`config.mk`:
```
export PLATFORM = sky130hd
export DESIGN_NAME = vga_timing_gen
export DESIGN_NICKNAME = d
export VERILOG_FILES = /design/src/rtl/vga_timing_gen.sv
export SDC_FILE = /design/constraint.sdc
export NUM_CORES = 1
export LEC_CHECK = 0
export CAP_MARGIN = 10
export CORE_MARGIN = 3
export CORE_UTILIZATION = 45
export DETAILED_ROUTE_END_ITERATION = 12
export DONT_BUFFER_PORTS = 1
export PLACE_DENSITY = 0.66
export SKIP_CTS_REPAIR_TIMING = 1
export SLEW_MARGIN = 0
export SYNTH_ARGS = -nofsm -noshare
export SYNTH_HDL_FRONTEND = slang
export SYNTH_SLANG_ARGS = --single-unit
```
`constraint.sdc`:
```
create_clock -name clk_100MHz -period 2.2 [get_ports clk_100MHz]
set_clock_uncertainty 0.2 [all_clocks]
set_input_delay 0.33 -clock clk_100MHz [delete_from_list [all_inputs] [get_ports clk_100MHz]]
set_output_delay 0.33 -clock clk_100MHz [all_outputs]
set_load 0.01 [all_outputs]
```
`src/rtl/vga_timing_gen.sv`:
```
// vga_timing_gen: pixel-clock enable, horizontal/vertical counters and a
// registered output stage. rgb, hsync and vsync are registered together on
// p_tick, so they trail x,y by exactly one pixel and stay aligned.
// Optional feature: define VGA_FRAME_CNT_EN to add a 16-bit frame counter
// output (frame_cnt).
module vga_timing_gen #(
   parameter int unsigned CLK_DIV   = 4,
   parameter int unsigned H_DISPLAY = 640,
   parameter int unsigned H_FRONT   = 16,
   parameter int unsigned H_SYNC    = 96,
   parameter int unsigned H_BACK    = 48,
   parameter int unsigned V_DISPLAY = 480,
   parameter int unsigned V_FRONT   = 10,
   parameter int unsigned V_SYNC    = 2,
   parameter int unsigned V_BACK    = 33,
   parameter int unsigned HS_POL    = 0,
   parameter int unsigned VS_POL    = 0,
   parameter int unsigned COORD_W   = 10,
   parameter int unsigned RGB_W     = 12
) (
   input  logic               clk_100MHz,
   input  logic               reset,
   input  logic [RGB_W-1:0]   rgb_in,
   output logic               p_tick,
   output logic [COORD_W-1:0] x,
   output logic [COORD_W-1:0] y,
   output logic               video_on,
   output logic               hsync,
   output logic               vsync,
   output logic [RGB_W-1:0]   rgb,
   output logic               line_start,
   output logic               frame_start
`ifdef VGA_FRAME_CNT_EN
   ,
   output logic [15:0]        frame_cnt
`endif
);

   localparam int unsigned H_TOTAL  = H_DISPLAY + H_FRONT + H_SYNC + H_BACK;
   localparam int unsigned V_TOTAL  = V_DISPLAY + V_FRONT + V_SYNC + V_BACK;
   localparam int unsigned HS_START = H_DISPLAY + H_FRONT;
   localparam int unsigned HS_END   = H_DISPLAY + H_FRONT + H_SYNC;
   localparam int unsigned VS_START = V_DISPLAY + V_FRONT;
   localparam int unsigned VS_END   = V_DISPLAY + V_FRONT + V_SYNC;
   localparam int unsigned DIV_W    = $clog2(CLK_DIV);

   localparam logic [DIV_W-1:0]   L_DIV_MAX = DIV_W'(CLK_DIV - 1);
   localparam logic [COORD_W-1:0] L_H_MAX   = COORD_W'(H_TOTAL - 1);
   localparam logic [COORD_W-1:0] L_V_MAX   = COORD_W'(V_TOTAL - 1);
   localparam logic               L_HS_ON   = (HS_POL != 0);
   localparam logic               L_VS_ON   = (VS_POL != 0);

   logic [DIV_W-1:0]   r_div;
   logic [COORD_W-1:0] r_h_cnt;
   logic [COORD_W-1:0] r_v_cnt;
   logic               r_hsync;
   logic               r_vsync;
   logic [RGB_W-1:0]   r_rgb;

   logic               w_tick;
   logic               w_h_last;
   logic               w_v_last;
   logic [31:0]        w_h32;
   logic [31:0]        w_v32;
   logic               w_video_on;
   logic               w_hs_act;
   logic               w_vs_act;

   // Compares are done at 32 bits so sync ends equal to the total do not
   // overflow COORD_W.
   assign w_h32      = 32'(r_h_cnt);
   assign w_v32      = 32'(r_v_cnt);
   assign w_tick     = (r_div == L_DIV_MAX);
   assign w_h_last   = (r_h_cnt == L_H_MAX);
   assign w_v_last   = (r_v_cnt == L_V_MAX);
   assign w_video_on = (w_h32 < H_DISPLAY) && (w_v32 < V_DISPLAY);
   assign w_hs_act   = (w_h32 >= HS_START) && (w_h32 < HS_END);
   assign w_vs_act   = (w_v32 >= VS_START) && (w_v32 < VS_END);

   // Pixel-rate divider: wraps at CLK_DIV-1, which is also the tick cycle.
   always_ff @(posedge clk_100MHz) begin
      if (reset)       r_div <= '0;
      else if (w_tick) r_div <= '0;
      else             r_div <= r_div + DIV_W'(1);
   end

   // Horizontal and vertical position counters, advanced once per pixel.
   always_ff @(posedge clk_100MHz) begin
      if (reset) begin
         r_h_cnt <= '0;
         r_v_cnt <= '0;
      end else if (w_tick) begin
         if (w_h_last) begin
            r_h_cnt <= '0;
            if (w_v_last) r_v_cnt <= '0;
            else          r_v_cnt <= r_v_cnt + COORD_W'(1);
         end else begin
            r_h_cnt <= r_h_cnt + COORD_W'(1);
         end
      end
   end

   // Output stage: capture sync and colour for the pixel being presented.
   always_ff @(posedge clk_100MHz) begin
      if (reset) begin
         r_hsync <= ~L_HS_ON;
         r_vsync <= ~L_VS_ON;
         r_rgb   <= '0;
      end else if (w_tick) begin
         r_hsync <= w_hs_act ? L_HS_ON : ~L_HS_ON;
         r_vsync <= w_vs_act ? L_VS_ON : ~L_VS_ON;
         r_rgb   <= w_video_on ? rgb_in : '0;
      end
   end

`ifdef VGA_FRAME_CNT_EN
   logic [15:0] r_frame_cnt;

   // Free-running frame counter, wraps naturally at 16 bits.
   always_ff @(posedge clk_100MHz) begin
      if (reset)            r_frame_cnt <= '0;
      else if (frame_start) r_frame_cnt <= r_frame_cnt + 16'd1;
   end

   assign frame_cnt = r_frame_cnt;
`endif

   assign p_tick      = w_tick;
   assign x           = r_h_cnt;
   assign y           = r_v_cnt;
   assign video_on    = w_video_on;
   assign hsync       = r_hsync;
   assign vsync       = r_vsync;
   assign rgb         = r_rgb;
   assign line_start  = w_tick && w_h_last;
   assign frame_start = w_tick && w_h_last && w_v_last;

endmodule
```
==> impl_results.md, run 1 <==
- Run status: complete, no violations
- Max layer used: met4
- Fin area: 1916 um^2
- Global route total overflow: 0
- Leak: 0.7189 nW
- DR pass1 iterations: 4
- Avg Cell Area, Syn: 9.320 um^2
- DR DRC count: 0
- Synth Warn #: 0
- Fill count: 296
- Least-Margin Pin Slew: 0.8589 ns
- Yosys cell types: 35
- Root Driver: clkbuf_4
- CTS Buf Count: 5
- Setup_tns: 0 ns
- Most frequent cells in the layout: dfxtp_1 (32), nor2_1 (15), dlygate4sd3_1 (13), buf_4 (13), a22o_1 (12)
- Clock network fraction of design power: 0.323
- Overall Global Routing Usage: 0.1731
- Post-route antenna net violation count: 0
- Critical Path RT: 1.67 ns
- Crit path cell chain: ha_2 > and4_4 > nand4_4 > buf_6 > nor2_2
- Final Max Slew Viols: 0
- Combinational Power Share: 0.061
- Commonest non-fill, non-tap cell in the layout: dfxtp_1
- ANT cells: 0
- Register area share after synthesis: 0.4630
- Rows: 20
- CTS tree: done
- Internal: 0.0008515 W
- I/O Buffers: 0
- Post-route minimum period: 2.129 ns
- Maxcap violations: 0
- Routability cong.: 0.8190
- Die W: 64.81 um
- Type of the tightest min-delay check: in2reg
- Core Region: 3178 um^2
- H-tree levels: 2
- Max incr delay on CP: 0.36 ns
- CTS Sinks: 36
- Crit Path Max Fanout: 8
- Crit path launch type: flip-flop
- Area occupied by multi-input gates: 803.3 um^2
- Reg area: 730.7 um^2
- IO Count: 52
- Layout area overhead: 23.07%
- Number of enable flip-flop cells after synthesis: 0
- Initial antenna violation count: 0
- Met2 wire len: 1823 um
- Switching share of power: 0.2259
- Crit-path slowest cell: dfxtp_1
- Post-synth top flop: dfxtp_1
- Met1 wire length: 1419 um
- 1st-iter DRT viols: 85
- Vias/cell: 5.671
- PwrDens: 574.2 nW/um^2
- Asr flop ratio synth: 0
- Sequential share of power: 0.616
- Layout net count: 211
- DPL Wire Length: 2529 um
- Post-Syn Instances: 167
- Fraction of layout cells with a size suffix above 1: 0.1865
- Clk_lat worst skew: 0.32 ns
- Crit Path Class: reg2out
- Largest net degree at the start of global routing: 15
- Syn nets: 186
- Hold Fails Final Rpt: 0
- VDD IR-drop max: 0.0003911 V
- Wire per inst: 15.14 um
- Initial core utilization: 0.4898
- Clock Tree Buf Depth: 2
- Via Count: 1344
- Die extent in y: 64.81 um
- Met3 Wirelength: 325 um
- WL final: 3589 um
- F_max: 469.8 MHz
- First-pass GRT wire length: 5678 um
- Crit end category: primary output
- Worst Path Arrival: 1.60 ns
- Switching power: 0.0002485 W
- Placed Area: 1664 um^2
- Final Util: 0.6028
- Tcrit/Tclk final: 0.9675
- Number of global-route vias before repair: 1278
- Die ar.: 4200 um^2
- Final setup fails: 0
- Synth Cell Area: 1556 um^2
- Clk pin slew, worst setup/hold paths: 0.10 ns
- Slew HR: 0.4253
- Flops & latches, synth: 36
[layout make-up]
type | instances | area share
well taps | 44 | 0.02874
clock buffers | 6 | 0.02678
inverters | 7 | 0.01372
repair buffers | 27 | 0.1248
flip-flops and latches | 36 | 0.3814
multi-input cells | 115 | 0.4193
clock inverters | 2 | 0.005225
[path summary, 6_finish.rpt]
check / slack, ns / cells past startpoint / to / startpoint
worst min-delay path: 0.003 / 3 / y[1]$_SDFFE_PP0P_ / reset
worst max register to register: 0.26 / 6 / y[6]$_SDFFE_PP0P_ / x[0]$_SDFFE_PP0P_
worst min register to register: 0.24 / 1 / r_div[0]$_SDFF_PP0_ / r_div[0]$_SDFF_PP0_
worst max-delay path: 0.07 / 5 / frame_start / x[0]$_SDFFE_PP0P_
[registers in the layout, indices dropped and copies added, names as in the netlist]
name,cells
vsync,1
y,10
hsync,1
rgb,12
x,10
r_div,2
[worst max-delay path, delay by kind of cell (launching register included)]
family,cells,cell delay [ns]
buffers and inverters,1,0.19
DFF,1,0.36
adders and majority gates,1,0.20
and+or+nand+nor,3,0.53
[power by group through the flow]
stage                     Combinational (W)  Clock (W)  Sequential (W)
after floorplan                   0.0000346          0        0.000694
after global placement            0.0000453          0        0.000694
after detailed placement          0.0000475          0        0.000694
after CTS                         0.0000472   0.000368        0.000680
after global routing              0.0000756   0.000399        0.000680
final                             0.0000676   0.000355        0.000678
[synth_stat cells, types with 2 or more instances]
cell / count / area (um^2)
nand3_1: 6 / 30.03
a31oi_1: 2 / 12.51
nand2_1: 9 / 33.78
nand4_1: 5 / 31.28
a21oi_1: 7 / 35.03
or3_1: 7 / 43.79
nor3_1: 8 / 40.04
ha_1: 5 / 62.56
and4_1: 4 / 35.03
dfxtp_1: 36 / 720.7
clkbuf_1: 6 / 22.52
xor2_1: 5 / 43.79
nand2b_1: 2 / 12.51
xnor2_1: 6 / 52.55
nor2_1: 16 / 60.06
o21ai_0: 6 / 30.03
inv_1: 7 / 26.28
buf_2: 2 / 10.01
a22o_1: 12 / 105.1
[layer usage]
| metal | track usage | up-vias |
|---|---|---|
| met4 | 0.06332 | 0 |
| met2 | 0.3155 | 62 |
| met5 | 0 | - |
| met1 | 0.1844 | 629 |
| met3 | 0.05546 | 2 |
| li1 | - | 651 |
[per-stage QoR]
| step | setup slack (ns) | total power [W] | hold slack, ns | std cells |
|---|---|---|---|---|
| 6_report | 0.07147 | 0.001100 | 0.002553 | 237 |
| 5_1_grt | -0.01664 | 0.001155 | 0.01191 | 237 |
| 4_1_cts | -0.05909 | 0.001096 | -0.1552 | 222 |
| 3_5_place_dp | 0.2882 | 0.0007418 | 0.2080 | 214 |
| 3_3_place_gp | 0.3225 | 0.0007398 | 0.2049 | 214 |
| 2_1_floorplan | 0.2239 | 0.0007291 | 0.2043 | 167 |
[cell families (layout without fill, tap and decap cells)]
kind of cell / Yosys count / in the layout / synth area share
adder cells (fa/ha/maj): 5 / 5 / 0.04019
AND/OR/NAND/NOR: 67 / 67 / 0.2436
flip-flops: 36 / 36 / 0.4630
XOR/XNOR: 11 / 11 / 0.06190
AO/OA/AOI/OAI: 32 / 32 / 0.1463
buffers and inverters: 16 / 42 / 0.04502
(Power assumes the default switching activity.)
==> run 2, diff against run 1 <==
SKIP_LAST_GASP = 1   (was not set)
SLEW_MARGIN = 20   (was 0)
==> results of run 2 <==
Final layout, timing and power as in run 1 (identical DEF).
